<file path="src/rtl/stage_memory_resp_if.sv">
// Bus bundle for the memory stage: execute-side handshake,
// data-memory req/done channel and writeback handshake.
interface stage_memory_resp_if #(
    parameter int DATA_W = 16,
    parameter int ADDR_W = 16
);
    logic              ex_valid;
    logic              ex_ready;
    logic [ADDR_W-1:0] ex_alu_result;
    logic [DATA_W-1:0] ex_wdata;
    logic              ex_mem_read;
    logic              ex_mem_write;
    logic [2:0]        ex_write_reg;
    logic              ex_reg_write;
    logic              ex_halt;

    logic              mem_req;
    logic              mem_wr;
    logic [ADDR_W-1:0] mem_addr;
    logic [DATA_W-1:0] mem_wdata;
    logic              mem_done;
    logic [DATA_W-1:0] mem_rdata;
    logic              mem_err;

    logic              wb_valid;
    logic              wb_ready;
    logic [DATA_W-1:0] wb_data;
    logic [2:0]        wb_write_reg;
    logic              wb_reg_write;
    logic              wb_halt;

    modport slave (
        input  ex_valid, ex_alu_result, ex_wdata,
        input  ex_mem_read, ex_mem_write,
        input  ex_write_reg, ex_reg_write, ex_halt,
        output ex_ready,
        output mem_req, mem_wr, mem_addr, mem_wdata,
        input  mem_done, mem_rdata, mem_err,
        output wb_valid, wb_data, wb_write_reg,
        output wb_reg_write, wb_halt,
        input  wb_ready
    );

    modport master (
        output ex_valid, ex_alu_result, ex_wdata,
        output ex_mem_read, ex_mem_write,
        output ex_write_reg, ex_reg_write, ex_halt,
        input  ex_ready,
        input  mem_req, mem_wr, mem_addr, mem_wdata,
        output mem_done, mem_rdata, mem_err,
        input  wb_valid, wb_data, wb_write_reg,
        input  wb_reg_write, wb_halt,
        output wb_ready
    );
endinterface

</file>
<file path="src/rtl/stage_memory_resp.sv">
// Memory stage: passes ALU results through, runs loads/stores
// on a multi-cycle memory, flags misaligned/faulting/hung accesses.
module stage_memory_resp #(
    parameter int DATA_W   = 16,
    parameter int ADDR_W   = 16,
    parameter int MAX_WAIT = 15
) (
    input  logic                clk,
    input  logic                rst,
    stage_memory_resp_if.slave  bus,
    output logic                err
);
    localparam int CW = $clog2(MAX_WAIT + 1);

    typedef enum logic [1:0] {
        IDLE,
        ACCESS,
        OUT,
        ERR
    } state_t;

    state_t            st_q, st_d;
    logic              req_q, req_d;
    logic              wr_q, wr_d;
    logic [ADDR_W-1:0] addr_q, addr_d;
    logic [DATA_W-1:0] wdat_q, wdat_d;
    logic              wbv_q, wbv_d;
    logic [DATA_W-1:0] wbd_q, wbd_d;
    logic [2:0]        wreg_q, wreg_d;
    logic              rw_q, rw_d;
    logic              halt_q, halt_d;
    logic              err_q, err_d;
    logic [CW-1:0]     cnt_q, cnt_d;

    logic accept;
    logic is_mem;

    assign bus.ex_ready = (st_q == IDLE) |
                          ((st_q == OUT) & bus.wb_ready);
    assign accept = bus.ex_valid & bus.ex_ready;
    assign is_mem = bus.ex_mem_read | bus.ex_mem_write;

    assign bus.mem_req      = req_q;
    assign bus.mem_wr       = wr_q;
    assign bus.mem_addr     = addr_q;
    assign bus.mem_wdata    = wdat_q;
    assign bus.wb_valid     = wbv_q;
    assign bus.wb_data      = wbd_q;
    assign bus.wb_write_reg = wreg_q;
    assign bus.wb_reg_write = rw_q;
    assign bus.wb_halt      = halt_q;
    assign err              = err_q;

    // State and output registers; reset abandons any request
    always_ff @(posedge clk) begin
        if (!rst) begin
            st_q   <= IDLE;
            req_q  <= 1'b0;
            wr_q   <= 1'b0;
            addr_q <= '0;
            wdat_q <= '0;
            wbv_q  <= 1'b0;
            wbd_q  <= '0;
            wreg_q <= '0;
            rw_q   <= 1'b0;
            halt_q <= 1'b0;
            err_q  <= 1'b0;
            cnt_q  <= '0;
        end else begin
            st_q   <= st_d;
            req_q  <= req_d;
            wr_q   <= wr_d;
            addr_q <= addr_d;
            wdat_q <= wdat_d;
            wbv_q  <= wbv_d;
            wbd_q  <= wbd_d;
            wreg_q <= wreg_d;
            rw_q   <= rw_d;
            halt_q <= halt_d;
            err_q  <= err_d;
            cnt_q  <= cnt_d;
        end
    end

    // Next-state and next-output decode
    always_comb begin
        st_d   = st_q;
        req_d  = req_q;
        wr_d   = wr_q;
        addr_d = addr_q;
        wdat_d = wdat_q;
        wbv_d  = wbv_q;
        wbd_d  = wbd_q;
        wreg_d = wreg_q;
        rw_d   = rw_q;
        halt_d = halt_q;
        err_d  = err_q;
        cnt_d  = cnt_q;

        unique case (st_q)
            IDLE, OUT: begin
                if (accept) begin
                    if (bus.ex_mem_read & bus.ex_mem_write) begin
                        st_d  = ERR;
                        err_d = 1'b1;
                        req_d = 1'b0;
                        wbv_d = 1'b0;
                    end else if (is_mem & bus.ex_alu_result[0]) begin
                        st_d  = ERR;
                        err_d = 1'b1;
                        req_d = 1'b0;
                        wbv_d = 1'b0;
                    end else begin
                        wreg_d = bus.ex_write_reg;
                        rw_d   = bus.ex_reg_write;
                        halt_d = bus.ex_halt;
                        if (is_mem) begin
                            st_d   = ACCESS;
                            req_d  = 1'b1;
                            wr_d   = bus.ex_mem_write;
                            addr_d = bus.ex_alu_result;
                            wdat_d = bus.ex_wdata;
                            cnt_d  = '0;
                            wbv_d  = 1'b0;
                        end else begin
                            st_d  = OUT;
                            wbv_d = 1'b1;
                            wbd_d = DATA_W'(bus.ex_alu_result);
                        end
                    end
                end else if (st_q == OUT && bus.wb_ready) begin
                    st_d  = IDLE;
                    wbv_d = 1'b0;
                end
            end
            ACCESS: begin
                if (bus.mem_err) begin
                    st_d  = ERR;
                    err_d = 1'b1;
                    req_d = 1'b0;
                end else if (bus.mem_done) begin
                    st_d  = OUT;
                    req_d = 1'b0;
                    wbv_d = 1'b1;
                    if (wr_q) begin
                        wbd_d = DATA_W'(addr_q);
                        rw_d  = 1'b0;
                    end else begin
                        wbd_d = bus.mem_rdata;
                    end
                end else if (cnt_q == CW'(MAX_WAIT - 1)) begin
                    st_d  = ERR;
                    err_d = 1'b1;
                    req_d = 1'b0;
                end else begin
                    cnt_d = cnt_q + 1'b1;
                end
            end
            ERR: begin
                err_d = 1'b1;
                req_d = 1'b0;
                wbv_d = 1'b0;
            end
            default: begin
                st_d = IDLE;
            end
        endcase
    end
endmodule

</file>
<file path="src/flat_wrapper.sv">
// flat-port wrapper written by rule: the top's interface ports become plain ports
module stage_memory_resp_flat 
#(
    parameter int DATA_W   = 16,
    parameter int ADDR_W   = 16,
    parameter int MAX_WAIT = 15
)
  (clk, rst, err, bus_ex_valid, bus_ex_alu_result, bus_ex_wdata, bus_ex_mem_read, bus_ex_mem_write, bus_ex_write_reg, bus_ex_reg_write, bus_ex_halt, bus_ex_ready, bus_mem_req, bus_mem_wr, bus_mem_addr, bus_mem_wdata, bus_mem_done, bus_mem_rdata, bus_mem_err, bus_wb_valid, bus_wb_data, bus_wb_write_reg, bus_wb_reg_write, bus_wb_halt, bus_wb_ready);
  stage_memory_resp_if #(.DATA_W(DATA_W), .ADDR_W(ADDR_W)) bus_i ();
  input  logic clk;
  input  logic rst;
  output logic err;
  input wire logic [$bits(bus_i.ex_valid)-1:0] bus_ex_valid;
  input wire logic [$bits(bus_i.ex_alu_result)-1:0] bus_ex_alu_result;
  input wire logic [$bits(bus_i.ex_wdata)-1:0] bus_ex_wdata;
  input wire logic [$bits(bus_i.ex_mem_read)-1:0] bus_ex_mem_read;
  input wire logic [$bits(bus_i.ex_mem_write)-1:0] bus_ex_mem_write;
  input wire logic [$bits(bus_i.ex_write_reg)-1:0] bus_ex_write_reg;
  input wire logic [$bits(bus_i.ex_reg_write)-1:0] bus_ex_reg_write;
  input wire logic [$bits(bus_i.ex_halt)-1:0] bus_ex_halt;
  output wire logic [$bits(bus_i.ex_ready)-1:0] bus_ex_ready;
  output wire logic [$bits(bus_i.mem_req)-1:0] bus_mem_req;
  output wire logic [$bits(bus_i.mem_wr)-1:0] bus_mem_wr;
  output wire logic [$bits(bus_i.mem_addr)-1:0] bus_mem_addr;
  output wire logic [$bits(bus_i.mem_wdata)-1:0] bus_mem_wdata;
  input wire logic [$bits(bus_i.mem_done)-1:0] bus_mem_done;
  input wire logic [$bits(bus_i.mem_rdata)-1:0] bus_mem_rdata;
  input wire logic [$bits(bus_i.mem_err)-1:0] bus_mem_err;
  output wire logic [$bits(bus_i.wb_valid)-1:0] bus_wb_valid;
  output wire logic [$bits(bus_i.wb_data)-1:0] bus_wb_data;
  output wire logic [$bits(bus_i.wb_write_reg)-1:0] bus_wb_write_reg;
  output wire logic [$bits(bus_i.wb_reg_write)-1:0] bus_wb_reg_write;
  output wire logic [$bits(bus_i.wb_halt)-1:0] bus_wb_halt;
  input wire logic [$bits(bus_i.wb_ready)-1:0] bus_wb_ready;
  assign bus_i.ex_valid = bus_ex_valid;
  assign bus_i.ex_alu_result = bus_ex_alu_result;
  assign bus_i.ex_wdata = bus_ex_wdata;
  assign bus_i.ex_mem_read = bus_ex_mem_read;
  assign bus_i.ex_mem_write = bus_ex_mem_write;
  assign bus_i.ex_write_reg = bus_ex_write_reg;
  assign bus_i.ex_reg_write = bus_ex_reg_write;
  assign bus_i.ex_halt = bus_ex_halt;
  assign bus_ex_ready = bus_i.ex_ready;
  assign bus_mem_req = bus_i.mem_req;
  assign bus_mem_wr = bus_i.mem_wr;
  assign bus_mem_addr = bus_i.mem_addr;
  assign bus_mem_wdata = bus_i.mem_wdata;
  assign bus_i.mem_done = bus_mem_done;
  assign bus_i.mem_rdata = bus_mem_rdata;
  assign bus_i.mem_err = bus_mem_err;
  assign bus_wb_valid = bus_i.wb_valid;
  assign bus_wb_data = bus_i.wb_data;
  assign bus_wb_write_reg = bus_i.wb_write_reg;
  assign bus_wb_reg_write = bus_i.wb_reg_write;
  assign bus_wb_halt = bus_i.wb_halt;
  assign bus_i.wb_ready = bus_wb_ready;
  stage_memory_resp #(.DATA_W(DATA_W), .ADDR_W(ADDR_W), .MAX_WAIT(MAX_WAIT)) u_core (.clk(clk), .rst(rst), .bus(bus_i), .err(err));
endmodule
</file>
<file path="config.mk">
export PLATFORM = sky130hd
export DESIGN_NAME = stage_memory_resp_flat
export DESIGN_NICKNAME = d
export VERILOG_FILES = /design/src/rtl/stage_memory_resp_if.sv /design/src/rtl/stage_memory_resp.sv /design/src/flat_wrapper.sv
export SDC_FILE = /design/constraint.sdc
export NUM_CORES = 1
export LEC_CHECK = 0
export BUFFER_PORTS_ARGS = -buffer_cell sky130_fd_sc_hd__buf_2
export CAP_MARGIN = 20
export CORE_ASPECT_RATIO = 1.2
export CORE_MARGIN = 2
export CORE_UTILIZATION = 48
export CTS_CLUSTER_SIZE = 14
export DETAILED_ROUTE_END_ITERATION = 8
export GPL_ROUTABILITY_DRIVEN = 0
export GPL_TIMING_DRIVEN = 1
export PLACE_DENSITY = 0.83
export RECOVER_POWER = 50
export SETUP_SLACK_MARGIN = 0.02
export SLEW_MARGIN = 30
export SYNTH_ARGS = -nofsm -noshare
export SYNTH_HDL_FRONTEND = slang
export SYNTH_SLANG_ARGS = --single-unit
</file>
<file path="constraint.sdc">
create_clock -name clk -period 1.8 [get_ports clk]
set_input_delay 0.18 -clock clk [delete_from_list [all_inputs] [get_ports clk]]
set_output_delay 0.18 -clock clk [all_outputs]
set_load 0.01 [all_outputs]
</file>
==> flow_summary.toml <==
[placed_design]
io_buffers = 118
hpwlAfterDp_mm = 5.04
placed_area_um2 = 3660
dp_slack_ns = 0.209

[setup_path]
cp.required_ns = 2.05
crit_family = "compound AO/OA/AOI/OAI gates"
crit_path_start_kind = "flip-flop"
slowest_delay_ns = 0.39
critical_path_buf_inv_count = 1
cp.arrival_ns = 1.87
crit_path_cell_trace = "inv_1 > ha_1 > a311o_1 > nor2_1 > nor2_1 > a211oi_1"
path_class = "reg2reg"
crit_fanout = 4
cpMostUsedCell = "nor2_1"
end_kind = "flip-flop"
crit_path_top_delay_cell = "dfxtp_1"

[detailed_routing]
vias = 2761
via_per_inst = 5.08
drtIter0Drc = 85
wirelength_mm = 7.08
drtAntennaViolNets = 0
drc = 0
wl_per_cell_um = 13.0
drt_pre_antenna_iters = 4

[power]
p_per_area_nw_per_um2 = 826
ir_worst_vdd_mv = 0.467
p_leak_nw = 1.55

[clocking]
cts_made_buffers = 9
numClockSinks = 63
cts_root_buf = "clkbuf_8"
cts_setup_buffers = 0
holdBufCountCts = 0
clk_pin_slew_ns = 0.07
htreeDepth = 3
cts_resized = 0
clk_latency_ns = 0.33
clock_path_buffers = 2
cts_tree = "built"

[yosys]
async_reset_ff_share_pct = 0
synth_edf_count = 0
ys.warnings.count = 0
synth_top_flop_cell = "dfxtp_1"
syn-cell-area_um2 = 3000
ys_seq_area_share_pct = 42.1
synth-seq-cells = 63
syn_nets = 412
syn_inst = 349
syn_avg_cell_area_um2 = 8.59
synth_cell_types = 43

[layout]
fillers = 568
nNetsFinal = 523
n_antenna_cell = 0
drive_gt1_share_pct = 18.4
fin_area_um2 = 3760
multi_input_area_um2 = 1540
area_growth_syn_to_layout_pct = 25.3
regArea_um2 = 1260

[floorplan]
rows = 31
io-pin-count = 119
die_w_um = 76.1
die_height_um = 90.6
start_util_pct = 49.5
dieArea_um2 = 6900
coreArea_um2 = 6050

[global_routing]
grt_pass1_vias = 2756
track_usage_pct = 21.7
antenna_found_initial = 0
grt_max_degree = 36
grt_first_pass_wirelength_mm = 12.2
grt.overflow.total = 0

[timing]
tns_ns = 0
report.final.setup_viol = 0
hold_viol_final = 0
timing.final.crit_share_pct = 90.4
tightest_slew_ns = 0.426
slew-limit-headroom_pct = 71.5
fin_ws_ns = 0.173
skew_ns = 0.00884
fmax_mhz = 615
rsz0062_at_grt = "no"
period_needed_ns = 1.63
report.final.slew_viol_count = 0

[hold_path]
hp-class = "in2reg"

[flow_run]
drv_cap = 0

[run_status]
status = "completed"
placed cells by master (no fill, tap or decap), types with 5 or more instances in the layout:
master,count
a21boi_1,31
buf_2,61
clkbuf_1,57
clkbuf_8,12
dfxtp_1,63
inv_1,17
mux2i_1,22
nand2_1,83
nand2b_1,5
nor2_1,25
nor2b_1,7
o211a_1,15
o21a_1,16
through the flow:
stage | util (%) | hold WS (ns) | cells | power (mW)
detailed placement | 60.4 | 0.425 | 531 | 2.08
global route | 62.1 | 0.0835 | 544 | 3.27
finish | 62.1 | 0.0871 | 544 | 3.10
CTS | 63.3 | 0.0723 | 544 | 3.15
floorplan | - | 0.315 | 349 | 1.87
global placement | 60.4 | 0.419 | 531 | 2.06
per-layer routing:
metal | share of wire [%] | vias to the layer above | wire length (um) | track usage (%)
met1 | 43 | 1263 | 3020 | 24.5
met5 | 0 | - | 0 | 0
li1 | - | 1385 | - | -
met3 | 5.6 | 17 | 398 | 3.90
met4 | 2.6 | 0 | 181 | 10.9
met2 | 49 | 96 | 3480 | 39.1
final timing paths:
path | start | depth (start not counted) | endpoint | slack (ns)
hold / removal | bus_ex_wdata[6] | 3 | u_core.bus.mem_wdata[6] | 0.09
setup reg to reg | u_core.cnt_q[0] | 6 | u_core.cnt_q[1] | 0.17
hold reg to reg | u_core.bus.mem_wdata[3] | 2 | u_core.bus.mem_wdata[3] | 0.45
setup / recovery | u_core.cnt_q[0] | 6 | u_core.cnt_q[1] | 0.17
cell type report:
class	count	share of cell area [%]
inverter	17	1.70
timing repair buffer	125	16.6
sequential	63	33.6
tap	82	2.73
clock inverter	1	0.133
multi-input combinational	244	40.9
clock buffer	12	4.40
cells in the mapped netlist (all sizes together) (2+ instances only):
| cell type | n | area share [%] |
|---|---|---|
| a211oi | 2 | 0.50 |
| a21boi | 32 | 8.0 |
| a21oi | 2 | 0.33 |
| and3 | 2 | 0.42 |
| buf | 14 | 3.2 |
| clkbuf | 11 | 1.4 |
| dfxtp | 63 | 42 |
| ha | 2 | 0.83 |
| inv | 17 | 2.1 |
| mux2i | 22 | 7.3 |
| nand2 | 83 | 10 |
| nand2b | 5 | 1.0 |
| nand3 | 3 | 0.50 |
| nor2 | 25 | 3.1 |
| nor2b | 8 | 1.9 |
| nor3 | 2 | 0.71 |
| o211a | 15 | 5.0 |
| o21a | 16 | 4.0 |
| o21ai | 3 | 0.50 |
| xnor2 | 2 | 0.58 |
| xor2 | 2 | 0.58 |
cells by family after synthesis:
group	synth area share, %
AO/OA/AOI/OAI	21.7
XOR/XNOR	1.17
adder cells (fa/ha/maj)	1.17
buffers and inverters	6.68
flip-flops	42.1
multiplexers	7.35
AND/OR/NAND/NOR	19.9
tightest hold or removal path: cells and delay by family:
kind | cells | cell delay, ns
buffers and inverters | 1 | 0.09
AND/OR/NAND/NOR | 1 | 0.05
AO/OA/AOI/OAI | 1 | 0.05
report_power, final:
part	total, mW	internal, mW	leakage [nW]	switching [mW]
Clock	1.07	0.587	0.0902	0.487
Combinational	0.513	0.233	0.948	0.280
Sequential	1.52	1.46	0.512	0.0521
(Power assumes the default switching activity.)
